[src/rtl/bram_prefetch_reader_pkg.sv]
// Shared types and default sizing for the BRAM prefetch reader.
package bram_reader_pkg;

    localparam int BYTE_BITS         = 8;
    localparam int DEFAULT_DATA_BITS = BYTE_BITS;
    localparam int DEFAULT_DEPTH     = 4;

    typedef enum logic {
        B_IDLE,
        B_WAIT
    } bram_state_e;

    typedef enum logic {
        R_IDLE,
        R_BUSY
    } reader_state_e;

endpackage

[src/rtl/bram_prefetch_reader_if.sv]
// Handshake bundle between the BRAM source, the prefetch reader and the consumer.
interface bram_prefetch_reader_if
    import bram_reader_pkg::*;
#(
    parameter int DATA_BITS = DEFAULT_DATA_BITS,
    parameter int DEPTH     = DEFAULT_DEPTH
);
    localparam int CNT_BITS = $clog2(DEPTH + 1);

    logic                 flush;
    logic                 is_empty;
    logic                 bram_rdy;
    logic                 bram_done;
    logic [DATA_BITS-1:0] bram_data;
    logic                 reader_rdy;
    logic                 reader_done;
    logic                 bram_trigger;
    logic                 reader_trigger;
    logic [DATA_BITS-1:0] reader_data;
    logic [CNT_BITS-1:0]  fill_count;

    // Reader side: consumes BRAM/consumer status, drives the triggers.
    modport slave (
        input  flush, is_empty, bram_rdy, bram_done, bram_data, reader_rdy, reader_done,
        output bram_trigger, reader_trigger, reader_data, fill_count
    );

    modport master (
        output flush, is_empty, bram_rdy, bram_done, bram_data, reader_rdy, reader_done,
        input  bram_trigger, reader_trigger, reader_data, fill_count
    );

endinterface

[src/rtl/bram_prefetch_fifo.sv]
// Circular prefetch buffer; only pointers and count are reset, storage is not.
module bram_prefetch_fifo
    import bram_reader_pkg::*;
#(
    parameter int DATA_BITS = DEFAULT_DATA_BITS,
    parameter int DEPTH     = DEFAULT_DEPTH,
    localparam int CNT_BITS = $clog2(DEPTH + 1),
    localparam int PTR_BITS = $clog2(DEPTH)
) (
    input  logic                 clk,
    input  logic                 reset,
    input  logic                 push,
    input  logic                 pop,
    input  logic                 clear,
    input  logic [DATA_BITS-1:0] wdata,
    output logic [DATA_BITS-1:0] rdata,
    output logic [CNT_BITS-1:0]  count
);
    logic [DATA_BITS-1:0] mem [DEPTH];
    logic [PTR_BITS-1:0]  wr_ptr_reg, wr_ptr_next;
    logic [PTR_BITS-1:0]  rd_ptr_reg, rd_ptr_next;
    logic [CNT_BITS-1:0]  count_reg, count_next;

    // Head is read combinationally so a word pushed on one edge can be popped on the next.
    assign rdata = mem[rd_ptr_reg];
    assign count = count_reg;

    always_ff @(posedge clk) begin
        if (push) begin
            mem[wr_ptr_reg] <= wdata;
        end
    end

    always_comb begin
        wr_ptr_next = push ? wr_ptr_reg + PTR_BITS'(1) : wr_ptr_reg;
        rd_ptr_next = pop  ? rd_ptr_reg + PTR_BITS'(1) : rd_ptr_reg;
        count_next  = count_reg;
        case ({push, pop})
            2'b10:   count_next = count_reg + CNT_BITS'(1);
            2'b01:   count_next = count_reg - CNT_BITS'(1);
            default: count_next = count_reg;
        endcase
    end

    always_ff @(posedge clk or negedge reset) begin
        if (!reset) begin
            wr_ptr_reg <= '0;
            rd_ptr_reg <= '0;
            count_reg  <= '0;
        end else if (clear) begin
            wr_ptr_reg <= '0;
            rd_ptr_reg <= '0;
            count_reg  <= '0;
        end else begin
            wr_ptr_reg <= wr_ptr_next;
            rd_ptr_reg <= rd_ptr_next;
            count_reg  <= count_next;
        end
    end

endmodule

[src/rtl/bram_prefetch_reader.sv]
// Streams BRAM words to a consumer through a prefetch FIFO, hiding BRAM read latency.
module bram_prefetch_reader
    import bram_reader_pkg::*;
#(
    parameter int DATA_BITS = DEFAULT_DATA_BITS,
    parameter int DEPTH     = DEFAULT_DEPTH
) (
    input  logic                  clk,
    input  logic                  reset,
    input  logic                  clk_en,
    bram_prefetch_reader_if.slave bus
);
    localparam int CNT_BITS = $clog2(DEPTH + 1);

    bram_state_e          b_state_reg;
    reader_state_e        r_state_reg;
    logic                 drop_reg;
    logic                 bram_trigger_reg;
    logic                 reader_trigger_reg;
    logic [DATA_BITS-1:0] reader_data_reg;

    logic [DATA_BITS-1:0] fifo_rdata;
    logic [CNT_BITS-1:0]  fifo_count;
    logic                 bram_issue;
    logic                 reader_issue;
    logic                 fifo_push;
    logic                 fifo_pop;
    logic                 fifo_clear;

    assign bram_issue   = (b_state_reg == B_IDLE) && !bus.is_empty && bus.bram_rdy &&
                          (fifo_count < CNT_BITS'(DEPTH)) && !bus.flush;
    assign reader_issue = (r_state_reg == R_IDLE) && (fifo_count != '0) &&
                          bus.reader_rdy && !bus.flush;

    // A word returning after a flush belongs to the discarded stream.
    assign fifo_push  = clk_en && (b_state_reg == B_WAIT) && bus.bram_done && !drop_reg;
    assign fifo_pop   = clk_en && reader_issue;
    assign fifo_clear = clk_en && bus.flush;

    bram_prefetch_fifo #(
        .DATA_BITS (DATA_BITS),
        .DEPTH     (DEPTH)
    ) u_fifo (
        .clk   (clk),
        .reset (reset),
        .push  (fifo_push),
        .pop   (fifo_pop),
        .clear (fifo_clear),
        .wdata (bus.bram_data),
        .rdata (fifo_rdata),
        .count (fifo_count)
    );

    always_ff @(posedge clk or negedge reset) begin
        if (!reset) begin
            b_state_reg      <= B_IDLE;
            drop_reg         <= 1'b0;
            bram_trigger_reg <= 1'b0;
        end else if (clk_en) begin
            bram_trigger_reg <= bram_issue;
            case (b_state_reg)
                B_IDLE: begin
                    if (bram_issue) begin
                        b_state_reg <= B_WAIT;
                    end
                end
                B_WAIT: begin
                    if (bus.bram_done) begin
                        b_state_reg <= B_IDLE;
                        drop_reg    <= 1'b0;
                    end else if (bus.flush) begin
                        drop_reg <= 1'b1;
                    end
                end
                default: b_state_reg <= B_IDLE;
            endcase
        end
    end

    always_ff @(posedge clk or negedge reset) begin
        if (!reset) begin
            r_state_reg        <= R_IDLE;
            reader_trigger_reg <= 1'b0;
            reader_data_reg    <= '0;
        end else if (clk_en) begin
            reader_trigger_reg <= reader_issue;
            case (r_state_reg)
                R_IDLE: begin
                    if (reader_issue) begin
                        r_state_reg     <= R_BUSY;
                        reader_data_reg <= fifo_rdata;
                    end
                end
                R_BUSY: begin
                    if (bus.reader_done) begin
                        r_state_reg <= R_IDLE;
                    end
                end
                default: r_state_reg <= R_IDLE;
            endcase
        end
    end

    assign bus.bram_trigger   = bram_trigger_reg;
    assign bus.reader_trigger = reader_trigger_reg;
    assign bus.reader_data    = reader_data_reg;
    assign bus.fill_count     = fifo_count;

endmodule
[src/flat_wrapper.sv]
// flat-port wrapper written by rule: the top's interface ports become plain ports
module bram_prefetch_reader_flat import bram_reader_pkg::*;
#(
    parameter int DATA_BITS = DEFAULT_DATA_BITS,
    parameter int DEPTH     = DEFAULT_DEPTH
)
  (clk, reset, clk_en, bus_flush, bus_is_empty, bus_bram_rdy, bus_bram_done, bus_bram_data, bus_reader_rdy, bus_reader_done, bus_bram_trigger, bus_reader_trigger, bus_reader_data, bus_fill_count);
  bram_prefetch_reader_if #(.DATA_BITS(DATA_BITS), .DEPTH(DEPTH)) bus_i ();
  input  logic clk;
  input  logic reset;
  input  logic clk_en;
  input wire logic [$bits(bus_i.flush)-1:0] bus_flush;
  input wire logic [$bits(bus_i.is_empty)-1:0] bus_is_empty;
  input wire logic [$bits(bus_i.bram_rdy)-1:0] bus_bram_rdy;
  input wire logic [$bits(bus_i.bram_done)-1:0] bus_bram_done;
  input wire logic [$bits(bus_i.bram_data)-1:0] bus_bram_data;
  input wire logic [$bits(bus_i.reader_rdy)-1:0] bus_reader_rdy;
  input wire logic [$bits(bus_i.reader_done)-1:0] bus_reader_done;
  output wire logic [$bits(bus_i.bram_trigger)-1:0] bus_bram_trigger;
  output wire logic [$bits(bus_i.reader_trigger)-1:0] bus_reader_trigger;
  output wire logic [$bits(bus_i.reader_data)-1:0] bus_reader_data;
  output wire logic [$bits(bus_i.fill_count)-1:0] bus_fill_count;
  assign bus_i.flush = bus_flush;
  assign bus_i.is_empty = bus_is_empty;
  assign bus_i.bram_rdy = bus_bram_rdy;
  assign bus_i.bram_done = bus_bram_done;
  assign bus_i.bram_data = bus_bram_data;
  assign bus_i.reader_rdy = bus_reader_rdy;
  assign bus_i.reader_done = bus_reader_done;
  assign bus_bram_trigger = bus_i.bram_trigger;
  assign bus_reader_trigger = bus_i.reader_trigger;
  assign bus_reader_data = bus_i.reader_data;
  assign bus_fill_count = bus_i.fill_count;
  bram_prefetch_reader #(.DATA_BITS(DATA_BITS), .DEPTH(DEPTH)) u_core (.clk(clk), .reset(reset), .clk_en(clk_en), .bus(bus_i));
endmodule
[config.mk]
export PLATFORM = sky130hd
export DESIGN_NAME = bram_prefetch_reader_flat
export DESIGN_NICKNAME = d
export VERILOG_FILES = /design/src/rtl/bram_prefetch_reader_pkg.sv /design/src/rtl/bram_prefetch_reader_if.sv /design/src/rtl/bram_prefetch_fifo.sv /design/src/rtl/bram_prefetch_reader.sv /design/src/flat_wrapper.sv
export SDC_FILE = /design/constraint.sdc
export NUM_CORES = 1
export LEC_CHECK = 0
export BUFFER_PORTS_ARGS = -buffer_cell sky130_fd_sc_hd__buf_2
export CORE_MARGIN = 2
export CORE_UTILIZATION = 35
export CTS_BUF_LIST = sky130_fd_sc_hd__clkbuf_4 sky130_fd_sc_hd__clkbuf_8 sky130_fd_sc_hd__clkbuf_16
export DETAILED_ROUTE_END_ITERATION = 16
export GPL_TIMING_DRIVEN = 0
export SLEW_MARGIN = 20
export SYNTH_ARGS = -nofsm -noshare
export SYNTH_HDL_FRONTEND = slang
export SYNTH_SLANG_ARGS = --single-unit
export TNS_END_PERCENT = 10
[constraint.sdc]
create_clock -name clk -period 2.59 [get_ports clk]
set_input_delay 0 -clock clk [delete_from_list [all_inputs] [get_ports clk]]
set_output_delay 0 -clock clk [all_outputs]
set_load 0.01 [all_outputs]
==> results.ini <==
[cells_and_area]
final_cell_mix=edfxtp_1 (32), buf_2 (28), dfrtp_1 (20)
nNetsFinal=197
diodes=0
final_common_cell=edfxtp_1
largest_reg_flops=32
utilization=0.442
fin_area_sq_um=2630
area_growth_pct=21.0
drive_gt1_frac=0.331

[logic_synthesis]
synth_cells=126
synth_area_sq_um=2170
yosysWarningCount=0
avgSynthCellArea_sq_um=17.3
synth_top_cell_by_area=edfxtp_1
postSynthNetCount=149
ys_types=30
synth_top_area_share=0.442
synth-seq-cells=52
synth-seq-area-share=0.672
yosys-top-cells-area=edfxtp_1 (44%), dfrtp_1 (23%), mux4_2 (8.3%)

[route]
vias=1194
drt-wirelength-per-cell_um=16.0
wl_met1_um=1680
wl_met3_um=126
drt.antenna.violating_nets=0
first_pass_iters=4
post-route-drc-count=0
vias_per_cell=4.78
wl_met2_um=2160
top_layer=met4
drt_iter0_drc=40
wl_um=4000

[clock_tree]
clkLatencyLatePin_ns=0.30
cts.htree.levels=2
cts_resized=0
cts_tree=built
cts_root_buffer=clkbuf_8
cts_buffer_depth=2
clock-sinks=52
clk_pin_slew_worst_paths_ns=0.09
cts_buffers=5

[critical_path]
reg2reg_to=u_core.u_fifo.count[2]
regToRegSetupSlack_ns=0.13
reg2reg_depth=9
crit_path_start_kind=register
rr_startpoint=u_core.r_state_reg
crit_type=reg -> reg
cp-end-kind=register
arrival_ns=2.69
cp.required_ns=2.81
cp_max_fo=10

[power]
powerDensity_nw_per_um2=693
p_leak_nw=1.06
ir_drop_mv=0.265

[place]
gp_congestion=0.795
place_area_sq_um=2410
hpwl_um=2710
io_buffers=28

[grt]
grt-ovfl-total=0
grt_start_max_net_pins=21
grt_pass1_vias=1330
grt_use_total=0.124
antenna_found_initial=0
grt_pass1_wl_um=6620

[floorplanning]
die_h_um=82.8
core_sq_um=5960
die_area_sq_um=6860
start_util=0.365
die_w_um=82.8
placementRows=28
io_pins=30

[min_path]
hold_depth=3
worstHoldEndpoint=u_core.b_state_reg
worstHoldPathType=in -> reg
min_from=clk_en

[timing]
post-route-period-util=0.951
setup_viol=0
maxSlewHeadroom=0.549
hold_viol=0
fin_crit_ns=2.46
finalMaxSlewViolations=0
fin_skew_ns=0.0123
max_freq_ghz=0.406
grt_setup_unrepaired=false
worst_slew_pin_slew_ns=0.677
setup_tns_ns=0

[run]
maxCapViolations=0

[run_status]
status=finished, final reports clean

==> routing by layer <==
layer | vias to the layer above | track usage
met5 | - | 0
met4 | 0 | 0.0432
met3 | 2 | 0.0278
met2 | 22 | 0.216
met1 | 609 | 0.152
li1 | 561 | -
==> worst max-delay path: stages, from the launching register on <==
cell and delay, ns:
dfrtp_1 0.39, nand2b_1 0.17, or3_4 0.42, clkinv_8 0.11, ha_1 0.20, inv_1 0.06, fa_1 0.39, xor2_1 0.17
or3_1 0.32, a21oi_1 0.16
==> cell usage after synthesis, drive strengths merged <==
master and count:
and2 5, edfxtp 32, clkbuf 1, mux4 8, dfrtp 20, a21o 3
clkinv 1, ha 5, or3 2, and4b 1, xnor2 2, nor2 5
mux2i 1, o21ai 3, nand2 5, nor4 1, nor3 1, o311ai 2
fa 1, a31oi 2, a21oi 2, nand2b 3, buf 3, mux2 8
xor2 2, inv 7
==> kinds of logic after synthesis <==
kind of cell / after synthesis / share of synthesized area
xor gates and xnor gates: 4 / 0.0161
muxes: 17 / 0.143
buffers and inverters: 12 / 0.0334
adders and majority gates: 6 / 0.0380
and+or+nand+nor: 23 / 0.0616
DFF: 52 / 0.672
AOI/OAI and AO/OA: 12 / 0.0362
==> area by class of cell <==
cell class / instances / area [sq um]
plain buffers: 4 / 30.0
clock buffers: 6 / 76.3
clock inverters: 2 / 16.3
fillers: 545 / 3320
inverters: 8 / 42.5
multi-input cells: 62 / 641
flip-flops and latches: 52 / 1460
well taps: 75 / 93.8
repair buffers: 41 / 270
==> where the power goes <==
part / total [mW] / leakage [nW] / internal (mW) / switching, mW
combinational: 0.350 / 0.458 / 0.199 / 0.151
clock: 0.465 / 0.0448 / 0.203 / 0.262
sequential: 1.01 / 0.553 / 0.958 / 0.0498
total: 1.82 / 1.06 / 1.36 / 0.463
==> how the worst max path moves through the flow <==
stage                             startpoint                endpoint  slack (ns)
final                     u_core.r_state_reg  u_core.u_fifo.count[2]        0.13
after detailed placement  u_core.r_state_reg  u_core.u_fifo.count[2]        0.15
after global routing      u_core.r_state_reg  u_core.u_fifo.count[2]        0.03
after global placement    u_core.r_state_reg  u_core.u_fifo.count[2]        0.26
after floorplan           u_core.r_state_reg  u_core.u_fifo.count[2]        0.35
after CTS                 u_core.r_state_reg  u_core.u_fifo.count[2]        0.12
==> what timing repair did <==
item | in CTS | in global routing
hold buffers | 13 | 0
endpoints found under the hold margin | 54 | 0
setup buffers | 0 | 0
==> metrics by stage <==
step,setup slack [ns],hold WS (ns),std cells,total power [mW]
2_1_floorplan,0.346,-0.296,126,1.23
3_3_place_gp,0.259,-0.00883,229,1.34
3_5_place_dp,0.146,0.000683,229,1.36
4_1_cts,0.123,0.00340,250,1.84
5_1_grt,0.0315,0.0205,250,1.92
6_report,0.126,0.0154,250,1.82
No activity file was read; power rests on OpenSTA's default activity.
